`config.mk`:
```
export PLATFORM = sky130hd
export DESIGN_NAME = step_seq_ctrl
export DESIGN_NICKNAME = d
export VERILOG_FILES = /design/src/rtl/step_pkg.sv /design/src/rtl/step_seq_ctrl_edge_det.sv /design/src/rtl/step_seq_ctrl.sv
export SDC_FILE = /design/constraint.sdc
export NUM_CORES = 1
export LEC_CHECK = 0
export BUFFER_PORTS_ARGS = -buffer_cell sky130_fd_sc_hd__buf_2
export CAP_MARGIN = 20
export CORE_AREA = 3 3 103 105
export CTS_CLUSTER_SIZE = 14
export DETAILED_ROUTE_END_ITERATION = 12
export DIE_AREA = 0 0 106 108
export GPL_TIMING_DRIVEN = 0
export PLACE_DENSITY_LB_ADDON = 0.1
export SLEW_MARGIN = 20
export SYNTH_ARGS = -nofsm -noshare
export SYNTH_HDL_FRONTEND = slang
export SYNTH_HIERARCHICAL = 1
export SYNTH_SLANG_ARGS = --single-unit
```
`constraint.sdc`:
```
create_clock -name clk_25M -period 4 [get_ports clk_25M]
set_clock_uncertainty 0.15 [all_clocks]
set_input_delay 0.8 -clock clk_25M [delete_from_list [all_inputs] [get_ports clk_25M]]
set_output_delay 0.8 -clock clk_25M [all_outputs]
set_load 0.1 [all_outputs]
```
`src/rtl/step_pkg.sv`:
```
// Shared types and constants for the stepper sequencer: FSM states, coil phase
// table and phase-index step sizes.
package step_pkg;

  typedef enum logic [1:0] {
    ST_IDLE = 2'd0,
    ST_RUN  = 2'd1,
    ST_HOLD = 2'd2
  } state_e;

  // Packed so that PHASE_TABLE[i] selects entry i (entry 0 is rightmost).
  localparam logic [7:0][3:0] PHASE_TABLE = {
    4'b1001, 4'b0001, 4'b0011, 4'b0010,
    4'b0110, 4'b0100, 4'b1100, 4'b1000
  };

  localparam logic [2:0] STEP_HALF = 3'd1;
  localparam logic [2:0] STEP_FULL = 3'd2;

  function automatic logic [2:0] next_phase(input logic [2:0] ph,
                                            input logic       fwd,
                                            input logic       half);
    logic [2:0] delta;
    delta = half ? STEP_HALF : STEP_FULL;
    return fwd ? (ph + delta) : (ph - delta);
  endfunction

endpackage

```
`src/rtl/step_seq_ctrl_edge_det.sv`:
```
// Rising-edge detector for the step-rate clock; history resets high so a level
// already high at reset release does not count as an edge.
module edge_det (
  input  logic clk_25M,
  input  logic reset,
  input  logic d,
  output logic rise
);

  logic prev_d;
  logic prev_q;

  always_comb begin
    prev_d = d;
  end

  always_ff @(posedge clk_25M or negedge reset) begin
    if (!reset) begin
      prev_q <= 1'b1;
    end else begin
      prev_q <= prev_d;
    end
  end

  assign rise = d & ~prev_q;

endmodule

```
`src/rtl/step_seq_ctrl.sv`:
```
// Stepper motor move sequencer: accepts a move command, steps the coil phase
// table on each step event, holds the coils briefly, then de-energizes.
//
// state | meaning
// IDLE  | coils off, cmd_ready high, phase index retained
// RUN   | stepping; one phase/pos update per step event until count reaches 0
// HOLD  | coils held at last pattern for HOLD_TICKS step events
module step_seq_ctrl
  import step_pkg::*;
#(
  parameter int unsigned HOLD_TICKS = 4,
  parameter int unsigned POS_W      = 16
) (
  input  logic             clk_25M,
  input  logic             reset,
  input  logic             clk_step,
  input  logic             cmd_valid,
  output logic             cmd_ready,
  input  logic             cmd_dir,
  input  logic [15:0]      cmd_steps,
  input  logic             cmd_half,
  input  logic             abort,
  output logic [3:0]       coil,
  output logic             busy,
  output logic             done,
  output logic             aborted,
  output logic [POS_W-1:0] pos
);

  localparam logic [15:0]      HOLD_LOAD = 16'(HOLD_TICKS);
  localparam logic [POS_W-1:0] POS_ONE   = POS_W'(1);

  state_e            state_q, state_d;
  logic [2:0]        phase_q, phase_d;
  logic [POS_W-1:0]  pos_q, pos_d;
  logic [15:0]       rem_q, rem_d;
  logic [15:0]       hold_q, hold_d;
  logic              dir_q, dir_d;
  logic              half_q, half_d;
  logic              done_q, done_d;
  logic              aborted_q, aborted_d;
  logic              step_ev;

  edge_det u_edge_det (
    .clk_25M (clk_25M),
    .reset   (reset),
    .d       (clk_step),
    .rise    (step_ev)
  );

  always_comb begin
    state_d   = state_q;
    phase_d   = phase_q;
    pos_d     = pos_q;
    rem_d     = rem_q;
    hold_d    = hold_q;
    dir_d     = dir_q;
    half_d    = half_q;
    done_d    = 1'b0;
    aborted_d = 1'b0;

    case (state_q)
      ST_IDLE: begin
        if (cmd_valid) begin
          dir_d  = cmd_dir;
          half_d = cmd_half;
          rem_d  = cmd_steps;
          if (cmd_steps == 16'd0) begin
            done_d = 1'b1;
          end else begin
            state_d = ST_RUN;
          end
        end
      end

      ST_RUN: begin
        // Abort wins over a coincident step event: nothing moves this cycle.
        if (abort) begin
          state_d   = ST_IDLE;
          aborted_d = 1'b1;
          rem_d     = 16'd0;
        end else if (step_ev) begin
          phase_d = next_phase(phase_q, dir_q, half_q);
          pos_d   = dir_q ? (pos_q + POS_ONE) : (pos_q - POS_ONE);
          rem_d   = rem_q - 16'd1;
          if (rem_q == 16'd1) begin
            if (HOLD_LOAD == 16'd0) begin
              state_d = ST_IDLE;
              done_d  = 1'b1;
            end else begin
              state_d = ST_HOLD;
              hold_d  = HOLD_LOAD;
            end
          end
        end
      end

      ST_HOLD: begin
        if (abort) begin
          state_d   = ST_IDLE;
          aborted_d = 1'b1;
          hold_d    = 16'd0;
        end else if (step_ev) begin
          hold_d = hold_q - 16'd1;
          if (hold_q == 16'd1) begin
            state_d = ST_IDLE;
            done_d  = 1'b1;
          end
        end
      end

      default: begin
        state_d = ST_IDLE;
      end
    endcase
  end

  always_ff @(posedge clk_25M or negedge reset) begin
    if (!reset) begin
      state_q   <= ST_IDLE;
      phase_q   <= 3'd0;
      pos_q     <= '0;
      rem_q     <= 16'd0;
      hold_q    <= 16'd0;
      dir_q     <= 1'b0;
      half_q    <= 1'b0;
      done_q    <= 1'b0;
      aborted_q <= 1'b0;
    end else begin
      state_q   <= state_d;
      phase_q   <= phase_d;
      pos_q     <= pos_d;
      rem_q     <= rem_d;
      hold_q    <= hold_d;
      dir_q     <= dir_d;
      half_q    <= half_d;
      done_q    <= done_d;
      aborted_q <= aborted_d;
    end
  end

  assign cmd_ready = (state_q == ST_IDLE);
  assign busy      = (state_q != ST_IDLE);
  assign coil      = busy ? PHASE_TABLE[phase_q] : 4'b0000;
  assign done      = done_q;
  assign aborted   = aborted_q;
  assign pos       = pos_q;

endmodule

```
==> qor.yml, run 1 <==
io_buffers: 45
drc: 0
multi_input_area_um2: 2240
drive_gt1_share_pct: 18.9
setup_viol: 0
synthTopCellsByArea: "dfrtp_1 (37%), ha_1 (7.2%), o21ai_0 (6.9%)"
yosys.cell_types.count: 63
drt-initial-drc-count: 111
htreeDepth: 3
coreArea_um2: 9730
syn_area_um2: 3850
crit_type: "reg2reg"
start_util_pct: 39.5
endpoint: "pos[12]"
dr_wl_met3_um: 374
crit_path_start: "dir_q"
end_kind: "register"
rsz0062_at_grt: "no"
postCtsSetupBuffers: 0
worst_slew_pin_slew_ns: 0.792
yosys_warnings: 6
clock_latency_ns: 0.34
max-clock-path-buffers: 2
antenna_found_initial: 0
wl_per_cell_um: 16.0
hpwl_um: 7160
synthTopCellsByCount: "dfrtp_1 (57), o21ai_0 (53), nand2_1 (39), nor2_1 (36), a21oi_1 (28)"
synth_cells: 426
filler_cell_count: 989
fmax_mhz: 316
grt_pass1_wl_um: 16600
crit_required_ns: 4.07
wl_um: 9880
grt_max_degree: 59
synthFlopType: "dfrtp_1"
diodes: 0
vias: 3407
slew_viol_final: 0
die-height_um: 108
clk_pin_slew_ns: 0.08
grt_pass1_vias: 3321
cts.sinks: 58
final-hold-violation-count: 0
io_pins: 47
cts_tree: "done"
fin_ws_ns: 0.840
min_period_over_period_pct: 79.0
pre_cts_ws_ns: 0.779
place_inst: 604
async_reset_ff_share_pct: 100
syn_nets: 473
avgSynthCellArea_um2: 9.03
worstPathMaxFanout: 15
maxCapViolations: 0
status: "complete, no violations"
worstRegToRegCells: 8
fin_cells: 619
max-slew-margin-rel_pct: 46.7
place_congestion: 0.902
r2r_slack_ns: 0.84
die_w_um: 106
cts_resized: 0
yosysSeqAreaShare_pct: 37.8
clockRootBuffer: "clkbuf_8"
worstPathArrival_ns: 3.23
overflow: 0
synth-edff-count: 0
area_growth_pct: 15.5
antenna_left: 0
top_layer_used: "met4"
regArea_um2: 1450
wl_met2_um: 4850
gr-usage-all-layers_pct: 18.2
r2r-end: "pos[12]"
cts_buffers: 9
cts_hold_buf: 0
layout.nets: 529
dieArea_um2: 11400
yosys.area.top_type: "dfrtp_1"
wl_met1_um: 4570
synth_top_cell_area_share_pct: 37.1
yosysMostFrequentCell: "dfrtp_1"
drt-pass1-iter-count: 4
min-delay-start: "pos[11]"
min_period_ns: 3.16
ys_ff_latch: 58
hp-class: "reg2reg"
via_per_inst: 5.50
timing.rr.start: "dir_q"
worstSetupStartpointType: "register"
placementRows: 36
through the flow:
step	TNS, ns	util (%)	hold slack [ns]	cell area (um^2)
after CTS	0	45.7	0.365	4440
after floorplan	-0.961	-	0.341	3850
final	0	45.7	0.358	4440
after global routing	0	45.7	0.388	4440
after detailed placement	0	43.6	0.348	4240
after global placement	0	43.6	0.306	4240
placed cells by master (no fill, tap or decap), types with 3 or more instances in the layout:
cell type	instances
nand4_1	5
ha_1	22
dfrtp_1	57
o21ai_0	53
a22oi_1	7
nand2_1	39
inv_1	21
clkbuf_1	13
mux2_2	3
buf_2	46
nor4_1	8
and3_1	4
mux2i_1	3
nor2b_1	3
a21o_1	5
xnor2_1	16
nand3_1	5
a21oi_1	28
nor3_1	5
o21a_1	5
nor2_2	6
a32oi_1	6
a2111oi_2	5
nor2_1	36
o31ai_1	6
or4_1	5
clkbuf_8	12
xor2_1	5
a211oi_1	10
and2_1	3
routing by layer:
metal,GRT usage [%],vias to the layer above
li1,-,1678
met1,23.7,1659
met2,30.4,63
met5,0,-
met3,3.34,7
met4,6.85,0
kinds of logic after synthesis:
kind of cell / after synthesis / synth area share [%]
AOI/OAI and AO/OA: 141 / 24.4
adders and majority gates: 24 / 8.20
buffers and inverters: 37 / 3.87
xor gates and xnor gates: 21 / 4.78
DFF: 58 / 37.8
and+or+nand+nor: 139 / 19.3
muxes: 6 / 1.66
area by class of cell:
cell class                 instances  area share [%]
timing repair buffer              45            5.12
sequential                        58            32.7
tap                              133            3.74
buffer                            15            1.49
multi-input combinational        331            50.5
inverter                          22            1.86
clock inverter                     2           0.788
clock buffer                      13            3.80
worst max-delay path, cell delays in order (launching register included):
cell	delay [ns]
dfrtp_1	0.46
inv_1	0.46
ha_1	0.38
nor2b_1	0.16
o31ai_1	0.34
a21oi_1	0.24
o21a_1	0.27
o21ai_0	0.14
or3b_2	0.45
registers in the layout (all words and copies together), names as in the netlist:
register,flops
aborted,1
dir_q,1
done,1
half_q,1
hold_q,16
phase_q,3
pos,16
rem_q,16
state_q,2
u_edge_det/prev_q,1
worst min path at each step:
stage / cells after the start / to
after floorplan: 2 / rem_q[5]
after global placement: 1 / pos[15]
after detailed placement: 2 / pos[9]
after CTS: 2 / pos[9]
after global routing: 1 / pos[15]
final: 2 / pos[11]
Power of run 1 is not shown: default switching activity piles up to over one toggle a cycle in this logic, so the estimate is an artifact.
==> run 2, diff against run 1 <==
==> constraint.sdc (replaced) <==
create_clock -name clk_25M -period 3.1 [get_ports clk_25M]
set_clock_uncertainty 0.15 [all_clocks]
set_input_delay 0.62 -clock clk_25M [delete_from_list [all_inputs] [get_ports clk_25M]]
set_output_delay 0.62 -clock clk_25M [all_outputs]
set_load 0.1 [all_outputs]
==> run 2 against run 1 <==
Effect of this change:
- worst hold slack got worse by 0.15 ns
- clock-buffer cell count unchanged
- largest cell class unchanged
- routed wire length decreased by 2.5%
- critical path depth unchanged
- critical path type unchanged
- first-iteration DRC count increased by 13%
- non-clock buffer count increased by 2
- final cell count increased by 0.32%
- via count decreased by 0.26%
- fmax increased by 11%
- design area increased by 1.8%
- sequential share of layout area decreased by 0.54 points
- register-to-register slack got worse by 0.59 ns
==> qor.yml, run 2 (same netlist as run 1, synthesis figures left out) <==
crit_required_ns: 3.16  # was 4.07 ns
path_cells: "clkinvlp_4 > ha_1 > nor2b_1 > o31ai_1 > a21oi_1 > o21a_1 > o21ai_0 > or3b_2"  # was inv_1 > ha_1 > nor2b_1 > o31ai_1 > a21oi_1 > o21a_1 > o21ai_0 > or3b_2
drt-initial-drc-count: 125  # was 111
grt_pass1_vias: 3359  # was 3321
worstSetupStartpointType: "register"  # unchanged
grt_pass1_wl_um: 16600  # about the same
antenna_found_initial: 0  # unchanged
min_period_over_period_pct: 91.9  # was 79.0%
cts.sinks: 58  # unchanged
grt_max_degree: 59  # unchanged
max-slew-margin-rel_pct: 45.5  # was 46.7%
slew_viol_final: 0  # unchanged
layout.nets: 531  # was 529
clockRootBuffer: "clkbuf_8"  # unchanged
overflow: 0  # unchanged
final-hold-violation-count: 0  # unchanged
end_kind: "register"  # unchanged
layout_commonest_cell: "dfrtp_1"  # unchanged
diodes: 0  # unchanged
drive_gt1_share_pct: 21.3  # was 18.9%
cpMaxStageDelayCell: "dfrtp_2"  # was dfrtp_1
status: "complete, no violations"  # unchanged
gr-usage-all-layers_pct: 18.1  # was 18.2%
io_buffers: 45  # unchanged
setup_viol: 0  # unchanged
rsz0062_at_grt: "no"  # unchanged
clk_pin_slew_ns: 0.07  # was 0.08 ns
dieArea_um2: 11400  # unchanged
cts_tree: "done"  # unchanged
cts_buffers: 9  # unchanged
wl_um: 9640  # was 9880 um
place_congestion: 0.876  # was 0.902
die-height_um: 108  # unchanged
cts_hold_buf: 0  # unchanged
max-clock-path-buffers: 2  # unchanged
vias: 3398  # was 3407
clock_latency_ns: 0.34  # about the same
drc: 0  # unchanged
maxCapViolations: 0  # unchanged
worstPathMaxFanout: 6  # was 15
fmax_mhz: 351  # was 316 MHz
hpwl_um: 7040  # was 7160 um
worst_hold_slack_ns: 0.203  # was 0.358 ns
drt-pass1-iter-count: 5  # was 4
start_util_pct: 39.5  # unchanged
placementRows: 36  # unchanged
worst_slew_pin_slew_ns: 0.810  # was 0.792 ns
min_period_ns: 2.85  # was 3.16 ns
coreArea_um2: 9730  # unchanged
io_pins: 47  # unchanged
worstRegToRegCells: 8  # unchanged
die_w_um: 106  # unchanged
cpPeakStageDelay_ns: 0.47  # was 0.46 ns
hp-class: "in2async"  # was reg2reg
layout_common_cells: "dfrtp_1 (56), o21ai_0 (53), buf_2 (46)"  # was dfrtp_1 (57), o21ai_0 (53), buf_2 (46)
area_growth_pct: 17.6  # was 15.5%
worstPathArrival_ns: 2.91  # was 3.23 ns
htreeDepth: 3  # unchanged
wl_per_cell_um: 15.5  # was 16.0 um
crit_type: "reg2reg"  # unchanged
antenna_left: 0  # unchanged
via_per_inst: 5.47  # was 5.50
-- run 2: cell types whose count changed in the layout (fill, tap and decap cells not counted), moves of 2 or more --
cell | previous run | this run
nor2_4 | 0 | 4
buf_4 | 1 | 3
clkinvlp_4 | 0 | 2
a211oi_2 | 0 | 2
inv_1 | 21 | 19
nor2_1 | 36 | 33
a211oi_1 | 10 | 8
-- run 2: worst max-delay path: cells and delay by family, from the launching register on --
| family | cells | cell delay, ns |
|---|---|---|
| compound gates | 4 | 1.01 |
| simple gates | 2 | 0.62 |
| flops | 1 | 0.47 |
| fa+ha+maj | 1 | 0.33 |
| buf+inv | 1 | 0.14 |
-- run 2: final timing paths --
check / to / slack, ns / from
worst max register to register: pos[12] / 0.25 / dir_q
worst min register to register: pos[15] / 0.34 / pos[15]
worst max-delay path: pos[12] / 0.25 / dir_q
worst min-delay path: hold_q[5] / 0.20 / reset
max in group asynchronous: dir_q / 2.04 / reset
min in group clk_25M: u_edge_det/prev_q / 0.25 / clk_step
-- run 2: repair_timing --
| action | CTS | global route |
|---|---|---|
| setup endpoints to repair | 1 | 29 |
| gates resized for setup | 1 | 6 |
| buffers inserted | 2 | 0 |
| endpoints found under the hold margin | 0 | 0 |
-- run 2: per-layer routing --
metal	global-route usage, %	vias to the layer above	wire (um)
met1	22.1	1629	4130
met3	4.72	8	405
met5	0	-	0
met2	31.7	80	5020
met4	4.72	0	80
li1	-	1681	-
-- run 2: stage by stage --
step	cell area, um^2	std cells	util [%]	setup slack (ns)	TNS, ns
after CTS	4500	621	46.2	0.0948	0
after global routing	4520	621	46.5	0.0372	0
after global placement	4270	604	43.9	-0.104	-0.104
after detailed placement	4280	604	44.0	-0.119	-0.119
final	4520	621	46.5	0.251	0
after floorplan	3880	426	-	0.0269	0
-- run 2: area by class of cell --
cell class / count / area, um^2
fill: 994 / 5210
multi-input combinational: 331 / 2300
sequential: 58 / 1450
timing repair buffer: 47 / 243
clock buffer: 13 / 169
tap: 133 / 166
inverter: 22 / 90.1
buffer: 15 / 66.3
clock inverter: 2 / 35.0
Power of run 2 is left out for the same reason.
